$ cat config.mk
export PLATFORM = sky130hd
export DESIGN_NAME = register_scoreboard_flat
export DESIGN_NICKNAME = d
export VERILOG_FILES = /design/src/rtl/register_scoreboard_if.sv /design/src/rtl/register_scoreboard.sv /design/src/flat_wrapper.sv
export SDC_FILE = /design/constraint.sdc
export NUM_CORES = 1
export LEC_CHECK = 0
export ABC_AREA = 1
export CAP_MARGIN = 10
export CORE_MARGIN = 3
export CORE_UTILIZATION = 45
export CTS_BUF_LIST = sky130_fd_sc_hd__clkbuf_4 sky130_fd_sc_hd__clkbuf_8
export DETAILED_ROUTE_END_ITERATION = 7
export GPL_TIMING_DRIVEN = 0
export PLACE_DENSITY_LB_ADDON = 0.15
export SYNTH_ARGS = -nofsm -noshare
export SYNTH_HDL_FRONTEND = slang
export SYNTH_SLANG_ARGS = --single-unit
$ cat constraint.sdc
create_clock -name clk -period 1.3 [get_ports clk]
set_clock_uncertainty 0.05 [all_clocks]
set_input_delay 0.26 -clock clk [delete_from_list [all_inputs] [get_ports clk]]
set_output_delay 0.26 -clock clk [all_outputs]
set_load 0.03 [all_outputs]
$ cat src/rtl/register_scoreboard_if.sv
// register_scoreboard_if: issue/writeback/decode bundle plus scoreboard status outputs.
// The pipeline drives through master; the scoreboard consumes through slave.
interface register_scoreboard_if #(
    parameter int AW = 4
);
    logic              issue_valid;
    logic              WriteReg_EX;
    logic              WriteR0_EX;
    logic [AW-1:0]     RN1_EX;
    logic              wb_valid;
    logic              wb_reg;
    logic              wb_r0;
    logic [AW-1:0]     wb_rn;
    logic              dec_valid;
    logic [AW-1:0]     RN1;
    logic [AW-1:0]     RN2;
    logic              rn1_used;
    logic              rn2_used;
    logic              flush;
    logic              stall;
    logic [2**AW-1:0]  busy;
    logic              sb_ovf;
    logic              sb_unf;
    logic              deadlock;

    modport master (
        output issue_valid, WriteReg_EX, WriteR0_EX, RN1_EX,
        output wb_valid, wb_reg, wb_r0, wb_rn,
        output dec_valid, RN1, RN2, rn1_used, rn2_used, flush,
        input  stall, busy, sb_ovf, sb_unf, deadlock
    );

    modport slave (
        input  issue_valid, WriteReg_EX, WriteR0_EX, RN1_EX,
        input  wb_valid, wb_reg, wb_r0, wb_rn,
        input  dec_valid, RN1, RN2, rn1_used, rn2_used, flush,
        output stall, busy, sb_ovf, sb_unf, deadlock
    );
endinterface

$ cat src/rtl/register_scoreboard.sv
// register_scoreboard: per-register pending-write counters between EX and WB; stalls decode on owed operands.
// Optional SCOREBOARD_BYPASS_EN: an operand whose last pending write retires this cycle does not stall.
module register_scoreboard #(
    parameter int AW        = 4,
    parameter int CW        = 2,
    parameter int STALL_MAX = 15
) (
    input logic                 clk,
    input logic                 rst_n,
    register_scoreboard_if.slave sb
);
    localparam int NREG = 2**AW;
    localparam int SW   = $clog2(STALL_MAX + 1);
    localparam logic [CW-1:0] CMAX = '1;

    typedef enum logic {RUN, STALL} state_t;

    state_t          state_q, state_d;
    logic [CW-1:0]   cnt_q [NREG];
    logic [CW-1:0]   cnt_d [NREG];
    logic [NREG-1:0] busy_q, busy_d, iss, wbs, blk;
    logic [SW-1:0]   stall_cnt_q, stall_cnt_d;
    logic            ovf_q, ovf_d, unf_q, unf_d, deadlock_q, deadlock_d;
    logic            hazard;

    always_comb begin
        iss = '0;
        wbs = '0;
        iss[sb.RN1_EX] = sb.issue_valid & sb.WriteReg_EX;
        iss[0]         = iss[0] | (sb.issue_valid & sb.WriteR0_EX);
        wbs[sb.wb_rn]  = sb.wb_valid & sb.wb_reg;
        wbs[0]         = wbs[0] | (sb.wb_valid & sb.wb_r0);
        ovf_d = ovf_q;
        unf_d = unf_q;
        for (int r = 0; r < NREG; r++) begin
            cnt_d[r] = sb.flush ? '0 :
                       (iss[r] & ~wbs[r]) ? ((cnt_q[r] == CMAX) ? cnt_q[r] : cnt_q[r] + CW'(1)) :
                       (wbs[r] & ~iss[r]) ? ((cnt_q[r] == '0) ? cnt_q[r] : cnt_q[r] - CW'(1)) :
                       cnt_q[r];
            ovf_d = ovf_d | (~sb.flush & iss[r] & ~wbs[r] & (cnt_q[r] == CMAX));
            unf_d = unf_d | (~sb.flush & wbs[r] & ~iss[r] & (cnt_q[r] == '0));
            busy_d[r] = cnt_d[r] != '0;
`ifdef SCOREBOARD_BYPASS_EN
            blk[r] = busy_q[r] & ~(wbs[r] & (cnt_q[r] == CW'(1)));
`else
            blk[r] = busy_q[r];
`endif
        end
        hazard = sb.dec_valid & ((sb.rn1_used & blk[sb.RN1]) | (sb.rn2_used & blk[sb.RN2]));
        // Flush only releases an ongoing stall; a fresh hazard still enters STALL.
        state_d = (state_q == RUN) ? (hazard ? STALL : RUN) : ((hazard & ~sb.flush) ? STALL : RUN);
        stall_cnt_d = (state_d == STALL) ?
                      ((stall_cnt_q == SW'(STALL_MAX)) ? stall_cnt_q : stall_cnt_q + SW'(1)) : '0;
        deadlock_d = deadlock_q | (stall_cnt_d == SW'(STALL_MAX));
    end

    always_ff @(posedge clk or negedge rst_n) begin
        if (!rst_n) begin
            cnt_q       <= '{default: '0};
            busy_q      <= '0;
            state_q     <= RUN;
            stall_cnt_q <= '0;
            ovf_q       <= 1'b0;
            unf_q       <= 1'b0;
            deadlock_q  <= 1'b0;
        end else begin
            cnt_q       <= cnt_d;
            busy_q      <= busy_d;
            state_q     <= state_d;
            stall_cnt_q <= stall_cnt_d;
            ovf_q       <= ovf_d;
            unf_q       <= unf_d;
            deadlock_q  <= deadlock_d;
        end
    end

    assign sb.stall    = hazard;
    assign sb.busy     = busy_q;
    assign sb.sb_ovf   = ovf_q;
    assign sb.sb_unf   = unf_q;
    assign sb.deadlock = deadlock_q;
endmodule
$ cat src/flat_wrapper.sv
// flat-port wrapper written by rule: the top's interface ports become plain ports
module register_scoreboard_flat 
#(
    parameter int AW        = 4,
    parameter int CW        = 2,
    parameter int STALL_MAX = 15
)
  (clk, rst_n, sb_issue_valid, sb_WriteReg_EX, sb_WriteR0_EX, sb_RN1_EX, sb_wb_valid, sb_wb_reg, sb_wb_r0, sb_wb_rn, sb_dec_valid, sb_RN1, sb_RN2, sb_rn1_used, sb_rn2_used, sb_flush, sb_stall, sb_busy, sb_sb_ovf, sb_sb_unf, sb_deadlock);
  register_scoreboard_if #(.AW(AW)) sb_i ();
  input logic clk;
  input logic rst_n;
  input wire logic [$bits(sb_i.issue_valid)-1:0] sb_issue_valid;
  input wire logic [$bits(sb_i.WriteReg_EX)-1:0] sb_WriteReg_EX;
  input wire logic [$bits(sb_i.WriteR0_EX)-1:0] sb_WriteR0_EX;
  input wire logic [$bits(sb_i.RN1_EX)-1:0] sb_RN1_EX;
  input wire logic [$bits(sb_i.wb_valid)-1:0] sb_wb_valid;
  input wire logic [$bits(sb_i.wb_reg)-1:0] sb_wb_reg;
  input wire logic [$bits(sb_i.wb_r0)-1:0] sb_wb_r0;
  input wire logic [$bits(sb_i.wb_rn)-1:0] sb_wb_rn;
  input wire logic [$bits(sb_i.dec_valid)-1:0] sb_dec_valid;
  input wire logic [$bits(sb_i.RN1)-1:0] sb_RN1;
  input wire logic [$bits(sb_i.RN2)-1:0] sb_RN2;
  input wire logic [$bits(sb_i.rn1_used)-1:0] sb_rn1_used;
  input wire logic [$bits(sb_i.rn2_used)-1:0] sb_rn2_used;
  input wire logic [$bits(sb_i.flush)-1:0] sb_flush;
  output wire logic [$bits(sb_i.stall)-1:0] sb_stall;
  output wire logic [$bits(sb_i.busy)-1:0] sb_busy;
  output wire logic [$bits(sb_i.sb_ovf)-1:0] sb_sb_ovf;
  output wire logic [$bits(sb_i.sb_unf)-1:0] sb_sb_unf;
  output wire logic [$bits(sb_i.deadlock)-1:0] sb_deadlock;
  assign sb_i.issue_valid = sb_issue_valid;
  assign sb_i.WriteReg_EX = sb_WriteReg_EX;
  assign sb_i.WriteR0_EX = sb_WriteR0_EX;
  assign sb_i.RN1_EX = sb_RN1_EX;
  assign sb_i.wb_valid = sb_wb_valid;
  assign sb_i.wb_reg = sb_wb_reg;
  assign sb_i.wb_r0 = sb_wb_r0;
  assign sb_i.wb_rn = sb_wb_rn;
  assign sb_i.dec_valid = sb_dec_valid;
  assign sb_i.RN1 = sb_RN1;
  assign sb_i.RN2 = sb_RN2;
  assign sb_i.rn1_used = sb_rn1_used;
  assign sb_i.rn2_used = sb_rn2_used;
  assign sb_i.flush = sb_flush;
  assign sb_stall = sb_i.stall;
  assign sb_busy = sb_i.busy;
  assign sb_sb_ovf = sb_i.sb_ovf;
  assign sb_sb_unf = sb_i.sb_unf;
  assign sb_deadlock = sb_i.deadlock;
  register_scoreboard #(.AW(AW), .CW(CW), .STALL_MAX(STALL_MAX)) u_core (.clk(clk), .rst_n(rst_n), .sb(sb_i));
endmodule
==> flow_metrics.env <==
export IMPL_status="complete, but fails checks"
export IMPL_violations="negative setup slack"
export IMPL_viasPerCell=5.272
export IMPL_drive_gt1_share_pct=35.16
export IMPL_period_minus_slack_ns=1.856
export IMPL_maxSlewViolCount=0
export IMPL_power_density_mw_per_mm2=688.9
export IMPL_pwr_share_comb_pct=18.6
export IMPL_dieArea_mm2=0.009313
export IMPL_p_int_uw=2415
export IMPL_yosys_warnings=0
export IMPL_cts_tree="done"
export IMPL_ant_nets=0
export IMPL_cts_root_buf="clkbuf_8"
export IMPL_antenna_found_initial=0
export IMPL_async_flop_share_pct=100.0
export IMPL_io_pins=48
export IMPL_drc=0
export IMPL_synthMuxAreaShare_pct=0.2716
export IMPL_layout_commonest_cell="nand2_1"
export IMPL_syn_inst=560
export IMPL_gp_congestion=0.9052
export IMPL_hold_violations=0
export IMPL_die_width_um=96.51
export IMPL_finalSetupViolCount=10
export IMPL_fin_tns_setup_ns=-1.518
export IMPL_min_path_type="in -> async"
export IMPL_cap_violations=0
export IMPL_whs_ns=0.3891
export IMPL_avgSynthCellArea_um2=6.582
export IMPL_dpl_hpwl_um=7531
export IMPL_row_count=32
export IMPL_synth_compound_area_share_pct=11.68
export IMPL_start_kind="register"
export IMPL_tightestPinTransition_ns=0.5539
export IMPL_power_switching_uw=1060
export IMPL_final_cell_area_mm2=0.005044
export IMPL_multiInputGateArea_mm2=0.002405
export IMPL_switching_share_pct=30.51
export IMPL_ys_flop_type="dfrtp_1"
export IMPL_grt_pass1_vias=3537
export IMPL_p_leak_uw=0.002488
export IMPL_stdcell_count=739
export IMPL_peakVddDrop_v=0.0005267
export IMPL_worst_slack_ns=-0.5560
export IMPL_via_count=3896
export IMPL_dr_first_iter_drc_count=286
export IMPL_syn_area_mm2=0.003686
export IMPL_cts_buffer_depth=2
export IMPL_synth_simple_area_share_pct=38.97
export IMPL_p_clk_share_pct=30.0
export IMPL_clock_latency_ns=0.32
export IMPL_antenna_cells=0
export IMPL_slew_headroom_pct=63.07
export IMPL_coreArea_mm2=0.007848
export IMPL_fillers=672
export IMPL_first_pass_iters=5
export IMPL_die_height_um=96.51
export IMPL_drt_wl_total_um=10590
export IMPL_grt_pass1_wl_um=16520
export IMPL_period_share_pct=142.8
export IMPL_critPathKind="reg -> out"
export IMPL_fmax_mhz=538.8
export IMPL_synth_edf_count=0
export IMPL_dpl_cell_area_mm2=0.004394
export IMPL_synth_fa_ha_area_share_pct=0.3394
export IMPL_ys_seq_elements=56
export IMPL_cts_htree_levels=2
export IMPL_clock_sinks=56
export IMPL_port_buffers=45
export IMPL_synth_xor_area_share_pct=0.2376
export IMPL_regArea_mm2=0.001423
export IMPL_required_ns=0.99
export IMPL_grt_use_total_pct=22.99
export IMPL_routedWlPerCell_um=14.33
export IMPL_cts_made_buffers=5
export IMPL_arrival_ns=1.55
export IMPL_dp_cells=708
export IMPL_synth_cell_types=36
export IMPL_synth_top_family_by_area="simple AND/OR/NAND/NOR gates"
export IMPL_area_growth_pct=36.83
export IMPL_grt_max_degree=34
export IMPL_rsz0062_at_grt="yes"
export IMPL_crit_path_end_kind="primary output"
export IMPL_synth_nets=589
export IMPL_grt_overflow=0
export IMPL_synth_seq_area_share_pct=38.02
export IMPL_initial_core_util_pct=46.97
export IMPL_seqPwrFrac_pct=51.4
export IMPL_final_nets=665
export IMPL_cp_max_fo=2
export IMPL_layout_common_cells="127 x nand2_1, 63 x inv_1, 62 x nor2_1"
export IMPL_clk_pin_slew_ns=0.12
==> state kept, by name, summed over array words and instances (netlist names) <==
register	flops
u_core.sb.sb_ovf	1
u_core.sb.deadlock	1
u_core.sb.sb_unf	1
u_core.stall_cnt_q	4
u_core.cnt_q	32
u_core.sb.busy	16
u_core.state_q	1
==> area by class of cell <==
class | instances | area share [%]
timing repair buffer | 69 | 11.51
multi-input combinational | 403 | 47.68
sequential | 56 | 28.21
clock inverter | 3 | 0.5458
buffer | 5 | 0.6450
inverter | 96 | 7.517
clock buffer | 5 | 1.364
tap | 102 | 2.530
==> cell usage after synthesis (all sizes together), types with 2 or more instances <==
| cell type | instances | area [µm²] |
|---|---|---|
| nand2 | 159 | 606.8 |
| nor2 | 103 | 419.2 |
| inv | 95 | 356.6 |
| dfrtp | 56 | 1401 |
| nand3 | 43 | 220.2 |
| o21ai | 22 | 110.1 |
| o21a | 13 | 97.59 |
| o22ai | 9 | 56.30 |
| nand3b | 8 | 60.06 |
| nor3 | 8 | 61.31 |
| a21oi | 7 | 35.03 |
| nand4 | 7 | 43.79 |
| o211ai | 7 | 52.55 |
| o31ai | 5 | 37.54 |
| buf | 3 | 18.76 |
| or2 | 3 | 18.77 |
| clkbuf | 2 | 7.510 |
==> power groups by stage <==
stage	sequential [µW]	combinational [µW]	clock (µW)
6_report	1790	646	1040
5_1_grt	1790	710	1130
4_1_cts	1790	569	1060
3_5_place_dp	1820	519	0
3_3_place_gp	1820	508	0
2_1_floorplan	1840	263	0
==> worst max-delay path, cell delays in order (launching register included) <==
cell	delay, ns
dfrtp_2	0.41
inv_2	0.05
nand2_1	0.07
nand3_2	0.07
nand3_2	0.07
nand3b_1	0.07
nand2_1	0.09
nand2_2	0.08
a21boi_4	0.17
buf_6	0.14
==> metrics by stage <==
step           utilization, %  setup WS [ns]  power, µW
5_1_grt                 64.27        -0.6580       3634
3_5_place_dp            55.99         -1.233       2340
3_3_place_gp            55.80         -2.029       2328
2_1_floorplan               -        -0.1697       2098
6_report                64.27        -0.5560       3475
4_1_cts                 59.68        -0.5595       3416
==> timing repair <==
item / 4_1_cts / 5_1_grt
setup endpoints to repair: 76 / 34
resized for setup: 225 / 92
gates cloned: 0 / 0
buffers inserted: 12 / 11
endpoints found under the hold margin: 23 / 0
hold buffers: 1 / 0
pin swaps: 32 / 42
==> worst paths after layout <==
check	from	slack (ns)	depth (start not counted)	end
max in group asynchronous	rst_n	0.21	3	u_core.sb.busy[5]
max reg2reg	u_core.sb.busy[6]	-0.18	11	u_core.sb.deadlock
min in group clk	u_core.sb.deadlock	0.43	1	u_core.sb.deadlock
min	rst_n	0.39	2	u_core.cnt_q[28]
max	u_core.sb.busy[6]	-0.56	9	sb_stall
min reg2reg	u_core.sb.deadlock	0.43	1	u_core.sb.deadlock
==> layer usage <==
metal | part of all wire (%) | vias up | global-route usage, %
li1 | - | 1929 | -
met1 | 43 | 1811 | 31.27
met2 | 48 | 138 | 37.36
met3 | 6.5 | 18 | 3.098
met4 | 2.0 | 0 | 8.645
met5 | 0 | - | 0
==> logic make-up after synthesis <==
group	after synthesis
adder cells (fa/ha/maj)	1
XOR/XNOR	1
flip-flops	56
AND/OR/NAND/NOR	332
multiplexers	1
AO/OA/AOI/OAI	68
buffers and inverters	101
(Power assumes the default switching activity.)
